==> config.mk <==
export PLATFORM = sky130hd
export DESIGN_NAME = multicycle_alu
export DESIGN_NICKNAME = d
export VERILOG_FILES = /design/src/rtl/multicycle_alu.sv
export SDC_FILE = /design/constraint.sdc
export NUM_CORES = 1
export LEC_CHECK = 0
export BUFFER_PORTS_ARGS = -buffer_cell sky130_fd_sc_hd__buf_4
export CORE_AREA = 2 2 154 171
export DETAILED_ROUTE_END_ITERATION = 8
export DIE_AREA = 0 0 156 173
export SLEW_MARGIN = 20
export SYNTH_ARGS = -nofsm -noshare
export SYNTH_HDL_FRONTEND = slang
export SYNTH_SLANG_ARGS = --single-unit
==> constraint.sdc <==
create_clock -name clk -period 4.6 [get_ports clk]
set_input_delay 0.46 -clock clk [delete_from_list [all_inputs] [get_ports clk]]
set_output_delay 0.46 -clock clk [all_outputs]
set_load 0.05 [all_outputs]
==> src/rtl/multicycle_alu.sv <==
// -----------------------------------------------------------------------------
// multicycle_alu
//
// Single-issue integer execution unit with a valid/ready request side and a
// valid/ready result side. Simple ALU ops and illegal codes finish one cycle
// after acceptance. Multiply/divide ops run a radix-2 shift-add / restoring
// divide loop for exactly XLEN cycles.
//
// Optional feature macro: MULTICYCLE_ALU_MDU_EN
//   defined   -> ops 16-23 (MUL..REMU) are implemented using the BUSY state
//   undefined -> no multiply/divide logic; ops 16-23 complete as illegal
//
// Ports
//   clk          rising-edge clock
//   rst          synchronous, active-high reset
//   in_valid     request present
//   in_ready     unit idle and able to accept a request
//   op           operation code (0-9 ALU, 16-23 MDU, others illegal)
//   a, b         operands
//   branch       request is a conditional-branch compare
//   branch_type  funct3 branch condition
//   out_valid    result available
//   out_ready    consumer takes the result
//   result       operation result
//   sel_branch   branch taken
//   illegal_op   accepted op code was illegal or compiled out
// -----------------------------------------------------------------------------
module multicycle_alu #(
  parameter int XLEN = 32,
  parameter int SHW  = $clog2(XLEN)
) (
  input  logic            clk,
  input  logic            rst,
  input  logic            in_valid,
  output logic            in_ready,
  input  logic [4:0]      op,
  input  logic [XLEN-1:0] a,
  input  logic [XLEN-1:0] b,
  input  logic            branch,
  input  logic [2:0]      branch_type,
  output logic            out_valid,
  input  logic            out_ready,
  output logic [XLEN-1:0] result,
  output logic            sel_branch,
  output logic            illegal_op
);

  localparam logic [4:0] OP_ADD  = 5'd0;
  localparam logic [4:0] OP_SUB  = 5'd1;
  localparam logic [4:0] OP_XOR  = 5'd2;
  localparam logic [4:0] OP_OR   = 5'd3;
  localparam logic [4:0] OP_AND  = 5'd4;
  localparam logic [4:0] OP_SLL  = 5'd5;
  localparam logic [4:0] OP_SRL  = 5'd6;
  localparam logic [4:0] OP_SRA  = 5'd7;
  localparam logic [4:0] OP_SLT  = 5'd8;
  localparam logic [4:0] OP_SLTU = 5'd9;

`ifdef MULTICYCLE_ALU_MDU_EN
  typedef enum logic [1:0] {IDLE, BUSY, DONE} state_e;
`else
  typedef enum logic [1:0] {IDLE, DONE} state_e;
`endif

  state_e state_q, state_d;

  logic            accept;
  logic [XLEN-1:0] result_q;
  logic            sel_q;
  logic            illegal_q;

  // Outputs are gated by rst so they read as zero for the whole reset
  // window, including the first cycle before the state register is cleared.
  assign in_ready   = (state_q == IDLE) && !rst;
  assign out_valid  = (state_q == DONE) && !rst;
  assign result     = rst ? '0 : result_q;
  assign sel_branch = sel_q && !rst;
  assign illegal_op = illegal_q && !rst;

  assign accept = in_valid && in_ready;

  // ---------------------------------------------------------------------------
  // Single-cycle ALU and branch compare, evaluated on the request operands
  // ---------------------------------------------------------------------------
  logic [SHW-1:0]  shamt;
  logic            lt_s, lt_u, eq;
  logic [XLEN-1:0] alu_res;
  logic            alu_illegal;
  logic            take;
  logic            sel_next;

  assign shamt = b[SHW-1:0];
  assign lt_s  = $signed(a) < $signed(b);
  assign lt_u  = a < b;
  assign eq    = a == b;

  // NOTE: every signal written in an always_comb gets a default first, so no
  // path through the case leaves it unassigned and no latch is inferred.
  always_comb begin
    alu_res     = '0;
    alu_illegal = 1'b0;
    case (op)
      OP_ADD:  alu_res = a + b;
      OP_SUB:  alu_res = a - b;
      OP_XOR:  alu_res = a ^ b;
      OP_OR:   alu_res = a | b;
      OP_AND:  alu_res = a & b;
      OP_SLL:  alu_res = a << shamt;
      OP_SRL:  alu_res = a >> shamt;
      OP_SRA:  alu_res = $signed(a) >>> shamt;
      OP_SLT:  alu_res = {{(XLEN-1){1'b0}}, lt_s};
      OP_SLTU: alu_res = {{(XLEN-1){1'b0}}, lt_u};
      default: alu_illegal = 1'b1;
    endcase
  end

  // funct3 010/011 are not branch conditions and never take.
  always_comb begin
    take = 1'b0;
    case (branch_type)
      3'b000:  take = eq;
      3'b001:  take = !eq;
      3'b100:  take = lt_s;
      3'b101:  take = !lt_s;
      3'b110:  take = lt_u;
      3'b111:  take = !lt_u;
      default: take = 1'b0;
    endcase
  end

  assign sel_next = branch && take;

`ifdef MULTICYCLE_ALU_MDU_EN
  // ---------------------------------------------------------------------------
  // Multiply/divide iteration. Both loops work on operand magnitudes and fix
  // the sign afterwards. acc holds {high, low}: for multiply the partial
  // product shifts in from the top while the multiplier drains from the
  // bottom; for divide it is {remainder, dividend/quotient}.
  // ---------------------------------------------------------------------------
  localparam logic [SHW-1:0] CNT_LAST = SHW'(XLEN - 1);

  logic              is_mdu;
  logic              a_signed, b_signed, a_neg, b_neg;
  logic [XLEN-1:0]   a_mag, b_mag;
  logic [2:0]        fn_q;
  logic              a_neg_q, b_neg_q, b_zero_q;
  logic [XLEN-1:0]   a_q, opnd_q;
  logic [SHW-1:0]    cnt_q;
  logic [2*XLEN-1:0] acc_q, acc_next, prod;
  logic [XLEN:0]     mul_sum, div_shift;
  logic              div_ge;
  logic [XLEN-1:0]   quot, rem, mdu_res;

  assign is_mdu = (op[4:3] == 2'b10);

  // fn: 0 MUL, 1 MULH, 2 MULHSU, 3 MULHU, 4 DIV, 5 DIVU, 6 REM, 7 REMU
  assign a_signed = (op[2:0] == 3'd1) || (op[2:0] == 3'd2) ||
                    (op[2:0] == 3'd4) || (op[2:0] == 3'd6);
  assign b_signed = (op[2:0] == 3'd1) || (op[2:0] == 3'd4) ||
                    (op[2:0] == 3'd6);
  assign a_neg    = a_signed && a[XLEN-1];
  assign b_neg    = b_signed && b[XLEN-1];
  assign a_mag    = a_neg ? -a : a;
  assign b_mag    = b_neg ? -b : b;

  // NOTE: pure datapath registers carry no reset; they are always loaded on
  // acceptance before anything reads them, so clearing them buys nothing.
  always_ff @(posedge clk) begin
    if (accept && is_mdu) begin
      fn_q     <= op[2:0];
      a_q      <= a;
      a_neg_q  <= a_neg;
      b_neg_q  <= b_neg;
      b_zero_q <= (b == '0);
      acc_q    <= {{XLEN{1'b0}}, a_mag};
      opnd_q   <= b_mag;
      cnt_q    <= '0;
    end else if (state_q == BUSY) begin
      acc_q <= acc_next;
      cnt_q <= cnt_q + SHW'(1);
    end
  end

  always_comb begin
    mul_sum   = {1'b0, acc_q[2*XLEN-1:XLEN]} + (acc_q[0] ? {1'b0, opnd_q} : '0);
    div_shift = {acc_q[2*XLEN-1:XLEN], acc_q[XLEN-1]};
    div_ge    = div_shift >= {1'b0, opnd_q};
    acc_next  = {mul_sum, acc_q[XLEN-1:1]};
    if (fn_q[2]) begin
      // Restoring step: subtract only when it does not go negative.
      acc_next[2*XLEN-1:XLEN] = div_ge ? XLEN'(div_shift - {1'b0, opnd_q})
                                       : div_shift[XLEN-1:0];
      acc_next[XLEN-1:0]      = {acc_q[XLEN-2:0], div_ge};
    end
  end

  // Final result is taken from acc_next so the last iteration and the
  // write-back share one edge.
  always_comb begin
    mdu_res = '0;
    prod    = (a_neg_q ^ b_neg_q) ? -acc_next : acc_next;
    quot    = acc_next[XLEN-1:0];
    rem     = acc_next[2*XLEN-1:XLEN];
    case (fn_q)
      3'd0:                 mdu_res = prod[XLEN-1:0];
      3'd1, 3'd2, 3'd3:     mdu_res = prod[2*XLEN-1:XLEN];
      3'd4, 3'd5:           mdu_res = b_zero_q ? '1
                                    : ((a_neg_q ^ b_neg_q) ? -quot : quot);
      default:              mdu_res = b_zero_q ? a_q : (a_neg_q ? -rem : rem);
    endcase
  end
`endif

  // ---------------------------------------------------------------------------
  // Control FSM
  // ---------------------------------------------------------------------------
  // NOTE: sequential state uses non-blocking assignments so every register
  // samples its inputs from before the edge, independent of block order.
  always_ff @(posedge clk) begin
    if (rst) state_q <= IDLE;
    else     state_q <= state_d;
  end

  always_comb begin
    state_d = state_q;
    case (state_q)
      IDLE: begin
        if (accept) begin
`ifdef MULTICYCLE_ALU_MDU_EN
          state_d = is_mdu ? BUSY : DONE;
`else
          state_d = DONE;
`endif
        end
      end
`ifdef MULTICYCLE_ALU_MDU_EN
      BUSY:    if (cnt_q == CNT_LAST) state_d = DONE;
`endif
      DONE:    if (out_ready) state_d = IDLE;
      default: state_d = IDLE;
    endcase
  end

  // Result registers only change on acceptance or MDU completion, so they
  // hold steady through DONE under backpressure.
  always_ff @(posedge clk) begin
    if (rst) begin
      result_q  <= '0;
      sel_q     <= 1'b0;
      illegal_q <= 1'b0;
    end else if (accept) begin
      sel_q     <= sel_next;
      result_q  <= alu_res;
      illegal_q <= alu_illegal;
`ifdef MULTICYCLE_ALU_MDU_EN
      if (is_mdu) illegal_q <= 1'b0;
`endif
    end
`ifdef MULTICYCLE_ALU_MDU_EN
    else if (state_q == BUSY && cnt_q == CNT_LAST) begin
      result_q <= mdu_res;
    end
`endif
  end

endmodule

== Word-level counts from Yosys, hierarchy flattened ==
Index checks and enable logic that the tools add are counted.

* Input port bits: 77
* Word-level logic and storage cells: 54
* Register bits after elaboration: 36
* Output and inout bits: 36

* Shift operators: 3
* $add $sub $neg: 2
* Magnitude comparators: 2
* Multiplexer cells: 7
* Reductions and logical operators: 15
* Equal/unequal tests: 18
* Bitwise operators: 3

{| class="wikitable"
|+ Operators by type and width
! cell !! number
|-
| 32-bit one-hot mux with 10 select lines || 1
|-
| 32-bit < comparator || 2
|-
| 32-bit adder || 1
|-
| 32-bit bitwise AND || 1
|-
| 32-bit equality test || 1
|-
| 32-bit 2-to-1 mux || 1
|-
| 32-bit bitwise OR || 1
|-
| 32-bit by 5-bit << shifter with 32-bit output || 1
|-
| 32-bit by 5-bit >> shifter with 32-bit output || 1
|-
| 32-bit by 5-bit >>> shifter with 32-bit output || 1
|-
| 32-bit subtractor || 1
|-
| 32-bit bitwise XOR || 1
|-
| 5-bit by 3-bit equality test with 1-bit output (second input constant) || 4
|-
| 3-bit equality test (second input constant) || 4
|-
| 5-bit by 2-bit equality test with 1-bit output (second input constant) || 2
|-
| 5-bit by 4-bit equality test with 1-bit output (second input constant) || 2
|-
| 10-bit OR reduction || 1
|-
| 1-bit logical AND || 6
|-
| 1-bit one-hot mux with 6 select lines || 1
|-
| 5-bit by 1-bit equality test with 1-bit output (second input constant) || 1
|-
| 5-bit zero test || 1
|-
| 1-bit zero test || 4
|-
| 2-bit 2-to-1 mux || 2
|-
| 2-bit inequality test (second input constant) || 2
|-
| other kinds (7) || 7
|}

== Longest topological paths before layout ==
* Depth after elaboration: 5
* Gate-level depth with buffers: 16
* Gate-level depth less buffers: 13

== Least setup slack after synthesis ==
No wires, ideal clock.

* Kind: input to register
* Start point: input b[2]
* End point: register result_q[19]
* Required time: 4.473 ns
* Path slack: 0.607 ns
* Stages on the path: 15
* Library setup time: 0.127 ns
* Buffers on the path: 5
* Arrival time: 3.866 ns
* Cell sequence: buf_2 clkinv_1 buf_2 buf_1 buf_1 ha_1 clkbuf_1 o211a_1 a21oi_1 o211ai_1 a311oi_1 o21ai_0 xor2_1 a2111oi_0 o2bb2ai_1

* Word-level cells in the longest chain between the ends: 2
* Elaborated cells between the ends (all ways): 6
* Those cells by class: add/sub: 2; shift: 3; mux: 1

{| class="wikitable"
|+ Ends and longest elaborated chain
! item !! line !! text
|-
| from (decl) || 38 || <nowiki>input logic [XLEN-1:0] b,</nowiki>
|-
| 32-bit subtractor, or another cell as far along || 104 || <nowiki>OP_SUB: alu_res = a - b;</nowiki>
|-
| 32-bit one-hot mux with 10 select lines * || 102 || <nowiki>case (op)</nowiki>
|-
| to (signal assigned) || 253 || <nowiki>result_q <= alu_res;</nowiki>
|-
| to (decl) || 68 || <nowiki>logic [XLEN-1:0] result_q;</nowiki>
|}

Mark *: on every way between the ends. The rest lies on a longest branch, timed or not.
A chain may end at the register's enable or synchronous reset.

== Final worst setup path ==
* Start point: input b[4]
* End point: register result_q[17]

The elaborated chain is that of the path after synthesis.

==> flow_metrics.py <==
metrics = {
    "floorplan": {
        "die_width_um": 156,
        "ios": 113,
        "core_um2": 25100,
        "die_area_um2": 27000,
        "start_util": 0.399,
        "die_height_um": 173,
        "rows": 61,
    },
    "power_and_ir_drop": {
        "max-vdd-ir-drop_v": 0.000150,
        "p_leak_nw": 4.75,
        "power.density_nw_per_um2": 176,
    },
    "critical_path": {
        "slowest_delay_ns": 0.50,
        "critical_path.max_fanout": 20,
        "timing.reg2reg.worst_path_depth": 11,
        "crit_path_end_kind": "register",
        "critical_path_class": "input port to register",
        "critical_path.slowest_cell": "o41ai_2",
        "path_common_cell": "inv_1",
        "worstPathCellList": "buf_4, inv_1, ha_1, inv_1, a2111oi_0, a211oi_1, o41ai_2, o31ai_1, a21boi_1, xnor2_1, a221oi_1, o221ai_1",
        "cp.required_ns": 4.75,
        "arrival_ns": 3.88,
        "start_kind": "input port",
    },
    "synthesis": {
        "synth_top_cell_by_area": "ha_1",
        "syn_nets": 1606,
        "synthArstFlopShare": 0,
        "yosys_warnings": 0,
        "yosys_most_used_dff": "dfxtp_1",
        "avgSynthCellArea_um2": 7.00,
        "netlist_instances": 1430,
        "ys_top_cells_by_count": "nor2_1, a21oi_1, nand2_1, ha_1, inv_1",
        "synth_top_area_frac": 0.121,
        "synth_cell_type_count": 87,
        "synth-edff-count": 0,
        "ys_ff_latch": 35,
        "post-synth-top-count-cell": "nor2_1",
        "syn_area_um2": 10000,
        "ys_seq_area_frac": 0.0700,
        "yosys-top-cells-area": "ha_1, mux4_2, dfxtp_1",
    },
    "routing": {
        "via_per_inst": 6.64,
        "drc": 0,
        "num_vias": 11800,
        "routed_wl_mm": 49.8,
        "ant_nets": 0,
        "drt_iter0_markers": 1397,
        "wl_per_cell_um": 28.0,
        "drt-pass1-iter-count": 8,
    },
    "final_layout": {
        "diodes": 0,
        "finalNetCount": 1638,
        "drive_gt1_frac": 0.150,
        "areaGrowthSynthToFinish_pct": 11.2,
    },
    "placed_design": {
        "place_hpwl_mm": 39.9,
        "gp_congestion": 1.02,
        "portBuffers": 112,
        "pre_cts_ws_ns": 0.626,
    },
    "cts": {
        "cts_hold_buffers": 0,
        "tritoncts": "built",
        "cts_max_path_buffers": 2,
        "post_cts_resized": 0,
        "postCtsSetupRepairBufs": 0,
        "numCtsBuffers": 5,
        "htree_levels": 2,
        "clockRootBuffer": "clkbuf_16",
        "cts.sinks": 35,
        "clk_latency_ns": 0.29,
        "clkTransAtPathRegs_ns": 0.07,
    },
    "timing": {
        "final.period_utilization": 0.810,
        "setup_violations": 0,
        "tightestPinTransition_ns": 0.959,
        "period_minus_slack_ns": 3.73,
        "skew_ns": 0.0143,
        "finalHoldViolCount": 0,
        "fin_tns_setup_ns": 0,
        "drv_slew": 0,
        "relSlewSlack": 0.361,
        "fin_ws_ns": 0.873,
        "rsz0062_at_grt": "no",
        "fmax_mhz": 268,
    },
    "hold_path": {
        "min_path_cells": 2,
        "hp-class": "input port to register",
    },
    "run": {
        "max_cap_violations": 0,
    },
    "global_route": {
        "grt_pass1_vias": 10900,
        "antenna_found_initial": 0,
        "grt_pass1_wl_mm": 72.8,
        "track_usage": 0.358,
        "grt_max_degree": 64,
        "overflow": 0,
    },
    "run_status": {
        "status": "finished clean",
    },
}
path summary, 6_finish.rpt:
check             start            to  slack, ns
min reg2reg  state_q[0]    state_q[0]       0.51
max reg2reg  state_q[0]  result_q[18]       2.07
max                b[4]  result_q[17]       0.87
min           out_ready    state_q[0]       0.38
routing by layer:
metal	up-vias	share of wire	GRT usage
met5	-	0	0
met4	0	0.063	0.178
met3	122	0.090	0.0607
met2	657	0.44	0.559
met1	5695	0.41	0.476
li1	5336	-	-
metrics by stage:
step,area [um2],hold WS (ns),instances,power [mW],util
after CTS,11100,0.383,1778,1.92,0.443
final,11100,0.378,1778,1.96,0.443
after detailed placement,11000,0.504,1770,1.52,0.437
after floorplan,10000,0.473,1430,1.10,-
after global routing,11100,0.395,1778,2.05,0.443
after global placement,11000,0.493,1770,1.52,0.437
final cells by class:
type | instances | area [um2]
clock inverter | 3 | 43.8
timing repair buffer | 139 | 1060
tap | 315 | 394
sequential | 35 | 701
fill | 2701 | 14000
inverter | 98 | 368
multi-input combinational | 1183 | 8450
clock buffer | 5 | 125
placed cells by master (no fill, tap or decap), drive strengths merged, types with 15 or more instances in the layout:
cell	synthesis	layout
nand2b	15	15
a21oi	134	134
a221oi	23	23
xnor2	23	23
nor2	165	165
dfxtp	35	35
mux2i	52	52
o211ai	29	29
inv	97	97
a31oi	15	15
nor3	23	23
mux4	38	38
a21o	18	18
ha	97	97
nand2	126	126
a211oi	32	32
nor2b	42	42
buf	46	139
nand3	22	22
o21ai	94	94
where the power goes:
group	leakage, nW	internal [mW]	total, mW	switching (mW)
logic	4.39	0.427	1.24	0.815
clock network	0.0838	0.256	0.403	0.148
registers	0.283	0.311	0.312	0.00139
worst max-delay path, delay by kind of cell:
kind,cells,cell delay [ns]
adder cells (fa/ha/maj),1,0.48
buffers and inverters,3,0.66
XOR/XNOR,1,0.14
AO/OA/AOI/OAI,7,2.13
logic make-up after synthesis:
family,count (synthesis),synth area share
and+or+nand+nor,466,0.220
buffers and inverters,212,0.0871
adders and majority gates,99,0.125
AOI/OAI and AO/OA,491,0.326
DFF,35,0.0700
muxes,99,0.148
xor gates and xnor gates,28,0.0245
registers in the layout, summed over array words and instances (netlist names):
signal     flops
result_q      32
illegal_q      1
sel_q          1
state_q        1
Power figures use the tool's default switching activity.
